## src/rtl/wb_cpu_arbiter_pkg.sv

```systemverilog
// Shared definitions for the two-master Wishbone CPU arbiter: state encoding,
// owner codes, cycle-type constants and default timeout sizing.
package wb_cpu_arbiter_pkg;

    typedef enum logic [1:0] {
        IDLE  = 2'b00,
        GNT_I = 2'b01,
        GNT_D = 2'b10
    } arb_state_t;

    localparam logic [1:0] OWNER_NONE = 2'b00;
    localparam logic [1:0] OWNER_I    = 2'b01;
    localparam logic [1:0] OWNER_D    = 2'b10;

    localparam logic [2:0] CTI_CLASSIC = 3'b000;
    localparam logic [2:0] CTI_INCR    = 3'b010;
    localparam logic [2:0] CTI_EOB     = 3'b111;

    localparam int DEFAULT_TIMEOUT    = 1024;
    localparam int DEFAULT_TIMER_BITS = 11;

    function automatic logic [1:0] owner_code(arb_state_t s);
        case (s)
            GNT_I:   return OWNER_I;
            GNT_D:   return OWNER_D;
            default: return OWNER_NONE;
        endcase
    endfunction

endpackage

```

## src/rtl/wb_arb_timer.sv

```systemverilog
// Counts stb-without-ack cycles of the current grant; expired fires
// combinationally on the TIMEOUT-th such cycle.
module wb_arb_timer
    import wb_cpu_arbiter_pkg::*;
#(
    parameter int TIMEOUT    = DEFAULT_TIMEOUT,
    parameter int TIMER_BITS = DEFAULT_TIMER_BITS
) (
    input  logic clk,
    input  logic rst,
    input  logic clr,
    input  logic inc,
    output logic expired
);

    localparam logic [TIMER_BITS-1:0] LAST_COUNT = TIMER_BITS'(TIMEOUT - 1);

    logic [TIMER_BITS-1:0] count_q;

    always_ff @(posedge clk) begin
        if (rst || clr) begin
            count_q <= '0;
        end else if (inc) begin
            count_q <= count_q + 1'b1;
        end
    end

    // count_q holds the cycles already waited, so this is the TIMEOUT-th one
    assign expired = inc && (count_q == LAST_COUNT);

endmodule

```

## src/rtl/wb_cpu_arbiter.sv

```systemverilog
// Arbitrates the instruction and data Wishbone masters onto one shared bus,
// with round-robin tie breaking and a watchdog on unacknowledged strobes.
module wb_cpu_arbiter
    import wb_cpu_arbiter_pkg::*;
#(
    parameter int TIMEOUT    = DEFAULT_TIMEOUT,
    parameter int TIMER_BITS = DEFAULT_TIMER_BITS
) (
    input  logic        clk,
    input  logic        rst,

    input  logic        icmu_cyc_i,
    input  logic        icmu_stb_i,
    input  logic        icmu_we_i,
    input  logic [29:0] icmu_addr_i,
    input  logic [2:0]  icmu_cti_i,
    input  logic [1:0]  icmu_bte_i,
    input  logic [3:0]  icmu_sel_i,
    input  logic [31:0] icmu_data_i,
    output logic [31:0] icmu_data_o,
    output logic        icmu_ack_o,

    input  logic        dcmu_cyc_i,
    input  logic        dcmu_stb_i,
    input  logic        dcmu_we_i,
    input  logic [29:0] dcmu_addr_i,
    input  logic [2:0]  dcmu_cti_i,
    input  logic [1:0]  dcmu_bte_i,
    input  logic [3:0]  dcmu_sel_i,
    input  logic [31:0] dcmu_data_i,
    output logic [31:0] dcmu_data_o,
    output logic        dcmu_ack_o,

    output logic        wbm_cyc_o,
    output logic        wbm_stb_o,
    output logic        wbm_we_o,
    output logic [29:0] wbm_addr_o,
    output logic [2:0]  wbm_cti_o,
    output logic [1:0]  wbm_bte_o,
    output logic [3:0]  wbm_sel_o,
    output logic [31:0] wbm_data_o,
    input  logic [31:0] wbm_data_i,
    input  logic        wbm_ack_i,

    output logic [1:0]  owner,
    output logic        timeout
);

    // Handshake: a master owns the bus for as long as its cyc stays high; each
    // beat is a cycle with stb high and completes in the cycle ack is high.

    arb_state_t state_q, state_d;
    logic       last_d_q;
    logic       blk_i_q, blk_d_q;
    logic       req_i, req_d;
    logic       own_cyc, own_stb;
    logic       timer_inc, timer_clr, expired, timeout_hit;

    assign req_i = icmu_cyc_i && !blk_i_q;
    assign req_d = dcmu_cyc_i && !blk_d_q;

    always_comb begin
        own_cyc = 1'b0;
        own_stb = 1'b0;
        case (state_q)
            GNT_I: begin
                own_cyc = icmu_cyc_i;
                own_stb = icmu_stb_i;
            end
            GNT_D: begin
                own_cyc = dcmu_cyc_i;
                own_stb = dcmu_stb_i;
            end
            default: ;
        endcase
    end

    assign timer_inc   = own_cyc && own_stb && !wbm_ack_i;
    assign timer_clr   = (state_q == IDLE) || (state_d != state_q) || wbm_ack_i;
    assign timeout_hit = expired && !rst;

    wb_arb_timer #(
        .TIMEOUT    (TIMEOUT),
        .TIMER_BITS (TIMER_BITS)
    ) u_timer (
        .clk     (clk),
        .rst     (rst),
        .clr     (timer_clr),
        .inc     (timer_inc),
        .expired (expired)
    );

    always_comb begin
        state_d = state_q;
        case (state_q)
            IDLE: begin
                if (req_i && req_d) begin
                    state_d = last_d_q ? GNT_I : GNT_D;
                end else if (req_i) begin
                    state_d = GNT_I;
                end else if (req_d) begin
                    state_d = GNT_D;
                end
            end
            GNT_I: begin
                if (timeout_hit) begin
                    state_d = IDLE;
                end else if (!icmu_cyc_i) begin
                    state_d = req_d ? GNT_D : IDLE;
                end
            end
            GNT_D: begin
                if (timeout_hit) begin
                    state_d = IDLE;
                end else if (!dcmu_cyc_i) begin
                    state_d = req_i ? GNT_I : IDLE;
                end
            end
            default: state_d = IDLE;
        endcase
    end

    // A timed-out master stays locked out until it has dropped cyc once
    always_ff @(posedge clk) begin
        if (rst) begin
            state_q  <= IDLE;
            last_d_q <= 1'b0;
            blk_i_q  <= 1'b0;
            blk_d_q  <= 1'b0;
        end else begin
            state_q <= state_d;
            if (state_d != state_q && state_d == GNT_I) begin
                last_d_q <= 1'b0;
            end else if (state_d != state_q && state_d == GNT_D) begin
                last_d_q <= 1'b1;
            end
            if (timeout_hit && state_q == GNT_I) begin
                blk_i_q <= 1'b1;
            end else if (!icmu_cyc_i) begin
                blk_i_q <= 1'b0;
            end
            if (timeout_hit && state_q == GNT_D) begin
                blk_d_q <= 1'b1;
            end else if (!dcmu_cyc_i) begin
                blk_d_q <= 1'b0;
            end
        end
    end

    always_comb begin
        wbm_cyc_o  = 1'b0;
        wbm_stb_o  = 1'b0;
        wbm_we_o   = 1'b0;
        wbm_addr_o = '0;
        wbm_cti_o  = '0;
        wbm_bte_o  = '0;
        wbm_sel_o  = '0;
        wbm_data_o = '0;
        case (state_q)
            GNT_I: begin
                wbm_cyc_o  = icmu_cyc_i && !timeout_hit;
                wbm_stb_o  = icmu_stb_i && !timeout_hit;
                wbm_we_o   = icmu_we_i;
                wbm_addr_o = icmu_addr_i;
                wbm_cti_o  = icmu_cti_i;
                wbm_bte_o  = icmu_bte_i;
                wbm_sel_o  = icmu_sel_i;
                wbm_data_o = icmu_data_i;
            end
            GNT_D: begin
                wbm_cyc_o  = dcmu_cyc_i && !timeout_hit;
                wbm_stb_o  = dcmu_stb_i && !timeout_hit;
                wbm_we_o   = dcmu_we_i;
                wbm_addr_o = dcmu_addr_i;
                wbm_cti_o  = dcmu_cti_i;
                wbm_bte_o  = dcmu_bte_i;
                wbm_sel_o  = dcmu_sel_i;
                wbm_data_o = dcmu_data_i;
            end
            default: ;
        endcase
    end

    // A forced termination hands the owner an ack carrying zero data
    assign icmu_ack_o  = (state_q == GNT_I) && (wbm_ack_i || timeout_hit);
    assign dcmu_ack_o  = (state_q == GNT_D) && (wbm_ack_i || timeout_hit);
    assign icmu_data_o = (state_q == GNT_I && timeout_hit) ? 32'h0 : wbm_data_i;
    assign dcmu_data_o = (state_q == GNT_D && timeout_hit) ? 32'h0 : wbm_data_i;
    assign owner       = owner_code(state_q);
    assign timeout     = timeout_hit;

endmodule
```

## config.mk

```make
export PLATFORM = sky130hd
export DESIGN_NAME = wb_cpu_arbiter
export DESIGN_NICKNAME = d
export VERILOG_FILES = /design/src/rtl/wb_cpu_arbiter_pkg.sv /design/src/rtl/wb_arb_timer.sv /design/src/rtl/wb_cpu_arbiter.sv
export SDC_FILE = /design/constraint.sdc
export NUM_CORES = 1
export LEC_CHECK = 0
export CAP_MARGIN = 20
export CORE_AREA = 2 2 128 130
export DETAILED_ROUTE_END_ITERATION = 8
export DIE_AREA = 0 0 130 132
export GPL_ROUTABILITY_DRIVEN = 0
export SETUP_SLACK_MARGIN = 0.5
export SYNTH_ARGS = -nofsm -noshare
export SYNTH_HDL_FRONTEND = slang
export SYNTH_HIERARCHICAL = 1
export SYNTH_SLANG_ARGS = --single-unit
```

## constraint.sdc

```tcl
create_clock -name clk -period 5.01 [get_ports clk]
set_input_delay 0.7515 -clock clk [delete_from_list [all_inputs] [get_ports clk]]
set_output_delay 0.7515 -clock clk [all_outputs]
set_load 0.01 [all_outputs]
```

==> reports/summary.log <==
INFO  status         status=finished, final reports clean
INFO  worst_setup_path timing.critical_path.cells=clkdlybuf4s50_1, a22oi_1, nor4b_2, nand4_1, or4_4, nor2_1, nor2b_4, nand2_1, buf_4, and2_1, clkdlybuf4s50_1
INFO  clock_network  clk_latency=0.25ns
INFO  placed_design  io_buffer_count=325
INFO  floorplanning  num_ports=326
INFO  cells_and_area num-nets-final=848
INFO  timing         measured_slew_at_the_worst_slew_check_pin=0.8302ns
INFO  worst_setup_path flop_to_flop_setup_slack=1.09ns
INFO  worst_setup_path critical_path_cell_count=11
INFO  worst_setup_path reg2reg_from=state_q[0]$_SDFF_PP0_
INFO  grt            remaining_overflow_grt=0
INFO  yosys          synthesis_warning_total=6
INFO  cells_and_area area_growth=142.5%
INFO  pwr            peak_supply_drop=0.00008735V
INFO  timing         final.setup_skew=0.001400ns
INFO  worst_setup_path cp.arrival=3.59ns
INFO  worst_hold_path holdCritStartpoint=blk_i_q$_SDFFE_PP0P_
INFO  yosys          yosys_register_bits=16
INFO  yosys          post-synth-top-area-fraction=21.99%
INFO  grt            grt_start_max_net_pins=74
INFO  clock_network  htree_levels=1
INFO  clock_network  max-clock-path-buffers=2
INFO  floorplanning  placeableCoreArea=15710um^2
INFO  clock_network  clock_sink_count=16
INFO  clock_network  cts_inserted_buffers=3
INFO  pwr            powerDensity=147.6nW/um^2
INFO  grt            grt_pass1_wl=21590um
INFO  timing         grt_setup_unrepaired=false
INFO  yosys          netlist_top_cells_area=sky130_fd_sc_hd__a22oi_1, sky130_fd_sc_hd__nor2b_1, sky130_fd_sc_hd__and2_1, sky130_fd_sc_hd__dfxtp_1, sky130_fd_sc_hd__clkbuf_1
INFO  worst_setup_path critical-path-slowest-cell=sky130_fd_sc_hd__clkdlybuf4s50_1
INFO  yosys          mappedNetlistArea=2526um^2
INFO  clock_network  tritoncts=done
INFO  flow_run       max_cap_viol_count=0
INFO  yosys          synth_seq_area_share=12.68%
INFO  worst_setup_path setup.worst_path.end_class=output port
INFO  timing         max_freq=230.1MHz
INFO  timing         fin_tns_setup=0ns
INFO  worst_setup_path critPathMostFrequentCell=sky130_fd_sc_hd__clkdlybuf4s50_1
INFO  worst_setup_path critical_path.reg2reg.endpoint=u_timer/count_q[8]$_SDFFE_PP0P_
INFO  worst_setup_path critical_path.top_delay_family=simple AND/OR/NAND/NOR gates
INFO  grt            groute.usage.overall=15.92%
INFO  cells_and_area fillCellCount=1587
INFO  route          routed-via-count=3873
INFO  yosys          synth-edff-count=0
INFO  worst_setup_path worst-path-max-fanout=33
INFO  grt            grt_antenna_before_repair=3
INFO  yosys          synth_cells=353
INFO  grt            first_global_vias=3832
INFO  pwr            power.leakage=1.986nW
INFO  route          drt-total-wl=14950um
INFO  route          detail_route.first_pass.iterations=6
INFO  floorplanning  design.die.area=17160um^2
INFO  floorplanning  core.rowCount=46
INFO  timing         minimum_period_implied_by_the_final_worst_setup_slack=4.346ns
INFO  timing         finalMaxSlewViolations=0
INFO  clock_network  cts-hold-fix-buffers=0
INFO  worst_hold_path min_path_cells=2
INFO  cells_and_area final_layout_size_suffix_gt1_share=4.255%
INFO  worst_setup_path r2r.worst_path.cells=15
INFO  timing         hold_viol=0
INFO  placed_design  dp_hpwl=11710um
INFO  clock_network  ctsRootBufferMaster=sky130_fd_sc_hd__clkbuf_16
INFO  floorplanning  die-height=132um
INFO  route          drtIter0Drc=197
INFO  placed_design  place_ws=0.3362ns
INFO  route          wl_per_cell=17.05um
INFO  yosys          ys.flop_type=sky130_fd_sc_hd__dfxtp_1
INFO  worst_hold_path holdCritPathClass=reg -> reg
INFO  worst_setup_path timing.critical_path.required=4.26ns
INFO  yosys          postSynthAreaPerCell=7.156um^2
INFO  timing         post-route-period-util=86.74%
INFO  worst_setup_path setup.worst_path.class=in -> out
INFO  floorplanning  die_width=130um
INFO  floorplanning  initial_utilization=16.08%
INFO  timing         max_slew_margin=44.65%
INFO  worst_setup_path wp_buf_inv=3
INFO  worst_setup_path cp-startpoint=dcmu_stb_i
INFO  clock_network  worst_setup_hold_path_clk_slew=0.05ns
INFO  yosys          synthArstFlopShare=0%
INFO  worst_setup_path setup.worst_path.start_class=input port
INFO  yosys          netlist.top_cell.by_area=sky130_fd_sc_hd__a22oi_1
INFO  worst_hold_path sink_of_the_worst_hold_path=blk_i_q$_SDFFE_PP0P_
INFO  yosys          post_synth_num_cell_types=44
INFO  route          drt_drc_violations_left=0
INFO  timing         setup-violations-final=0
INFO  route          avgViaCountPerCell=4.416
INFO  worst_setup_path critical-path-max-stage-delay=0.49ns
INFO  yosys          synth_nets=542
INFO  timing         worst_slack=0.6642ns
INFO  route          routed_antenna_nets=0
through the flow:
| stage | std cells | utilization, % | area (um^2) | hold WS [ns] | total power [mW] |
|---|---|---|---|---|---|
| 3_5_place_dp | 868 | 38.06 | 5981 | 0.4607 | 0.7342 |
| 6_report | 877 | 39.00 | 6127 | 0.4684 | 0.9041 |
| 5_1_grt | 877 | 39.00 | 6127 | 0.5152 | 0.9595 |
| 4_1_cts | 872 | 38.67 | 6076 | 0.4699 | 0.9136 |
| 2_1_floorplan | 353 | - | 2526 | 0.4387 | 0.3948 |
| 3_3_place_gp | 868 | 38.06 | 5981 | 0.4540 | 0.7297 |
sequential cells by signal, indices dropped and copies added, names as in the netlist:
name             cells
last_d_q             1
state_q              2
blk_i_q              1
blk_d_q              1
u_timer/count_q     11
timing repair:
| action | in CTS | in global routing |
|---|---|---|
| gates resized for setup | 4 | 5 |
| pin swaps | 0 | 2 |
| setup buffers | 0 | 2 |
| gates cloned | 0 | 0 |
| endpoints found under the setup margin | 64 | 64 |
how the worst max path moves through the flow:
stage,slack [ns],to
floorplan,0.96,u_timer/count_q[8]$_SDFFE_PP0P_
global route,0.50,dcmu_data_o[8]
detailed placement,0.34,icmu_data_o[31]
global placement,0.39,icmu_data_o[31]
finish,0.66,dcmu_data_o[8]
CTS,0.67,icmu_data_o[31]
synth_stat cells, drive strengths merged, types with 3 or more instances:
master / count
a21oi: 5
a22oi: 74
and2: 65
buf: 8
clkbuf: 27
dfxtp: 16
ha: 6
inv: 6
mux2i: 4
nand2: 11
nand3: 3
nand4: 4
nor2: 9
nor2b: 74
o21ai: 3
or3: 4
or4: 3
xor2: 3
cells by family (layout without fill, tap and decap cells):
kind of cell    after synthesis  count (layout)  share of synthesized area, %
compound gates               98              98                         29.67
xor+xnor                      5               5                         1.734
fa+ha+maj                     6               6                         2.972
buf+inv                      41             346                         6.587
flops                        16              16                         12.68
mux                           4               4                         1.585
other cells                   0               3                             0
simple gates                183             183                         44.77
cells in the final DEF (no fill, tap or decap), types with 4 or more instances in the layout:
cell type                         instances
sky130_fd_sc_hd__buf_4                   11
sky130_fd_sc_hd__a22oi_1                 74
sky130_fd_sc_hd__a21oi_1                  5
sky130_fd_sc_hd__clkdlybuf4s50_1        322
sky130_fd_sc_hd__inv_1                    6
sky130_fd_sc_hd__or3_1                    4
sky130_fd_sc_hd__nor2b_1                 73
sky130_fd_sc_hd__nand2_1                 11
sky130_fd_sc_hd__nor2_1                   9
sky130_fd_sc_hd__and2_1                  65
sky130_fd_sc_hd__mux2i_1                  4
sky130_fd_sc_hd__dfxtp_1                 15
area by class of cell:
class                      instances  area, um^2  share of cell area (%)
antenna                            3       7.507                  0.1225
sequential                        16       321.6                   5.248
tap                              216       270.3                   4.411
clock buffer                       4       88.84                   1.450
inverter                           6       22.52                  0.3676
timing repair buffer             336        3336                   54.44
multi-input combinational        296        2081                   33.96
per-layer routing:
metal  global-route usage, %  part of all wire, %  up-vias
met5                       0                    0        -
met4                   5.735                  1.7        0
met3                   3.896                  9.6       14
met2                   28.97                   51      225
met1                   17.68                   38     1763
li1                        -                    -     1871
power breakdown:
group / leakage [nW] / switching, mW / internal [mW]
clock: 0.0442 / 0.0509 / 0.121
combinational: 1.81 / 0.242 / 0.352
sequential: 0.130 / 0.00654 / 0.131
total: 1.99 / 0.299 / 0.605
worst min-delay path: stages (launching register included):
cell	delay, ns
sky130_fd_sc_hd__dfxtp_1	0.31
sky130_fd_sc_hd__nand2_1	0.05
sky130_fd_sc_hd__o21ai_0	0.06
Power figures use the tool's default switching activity.
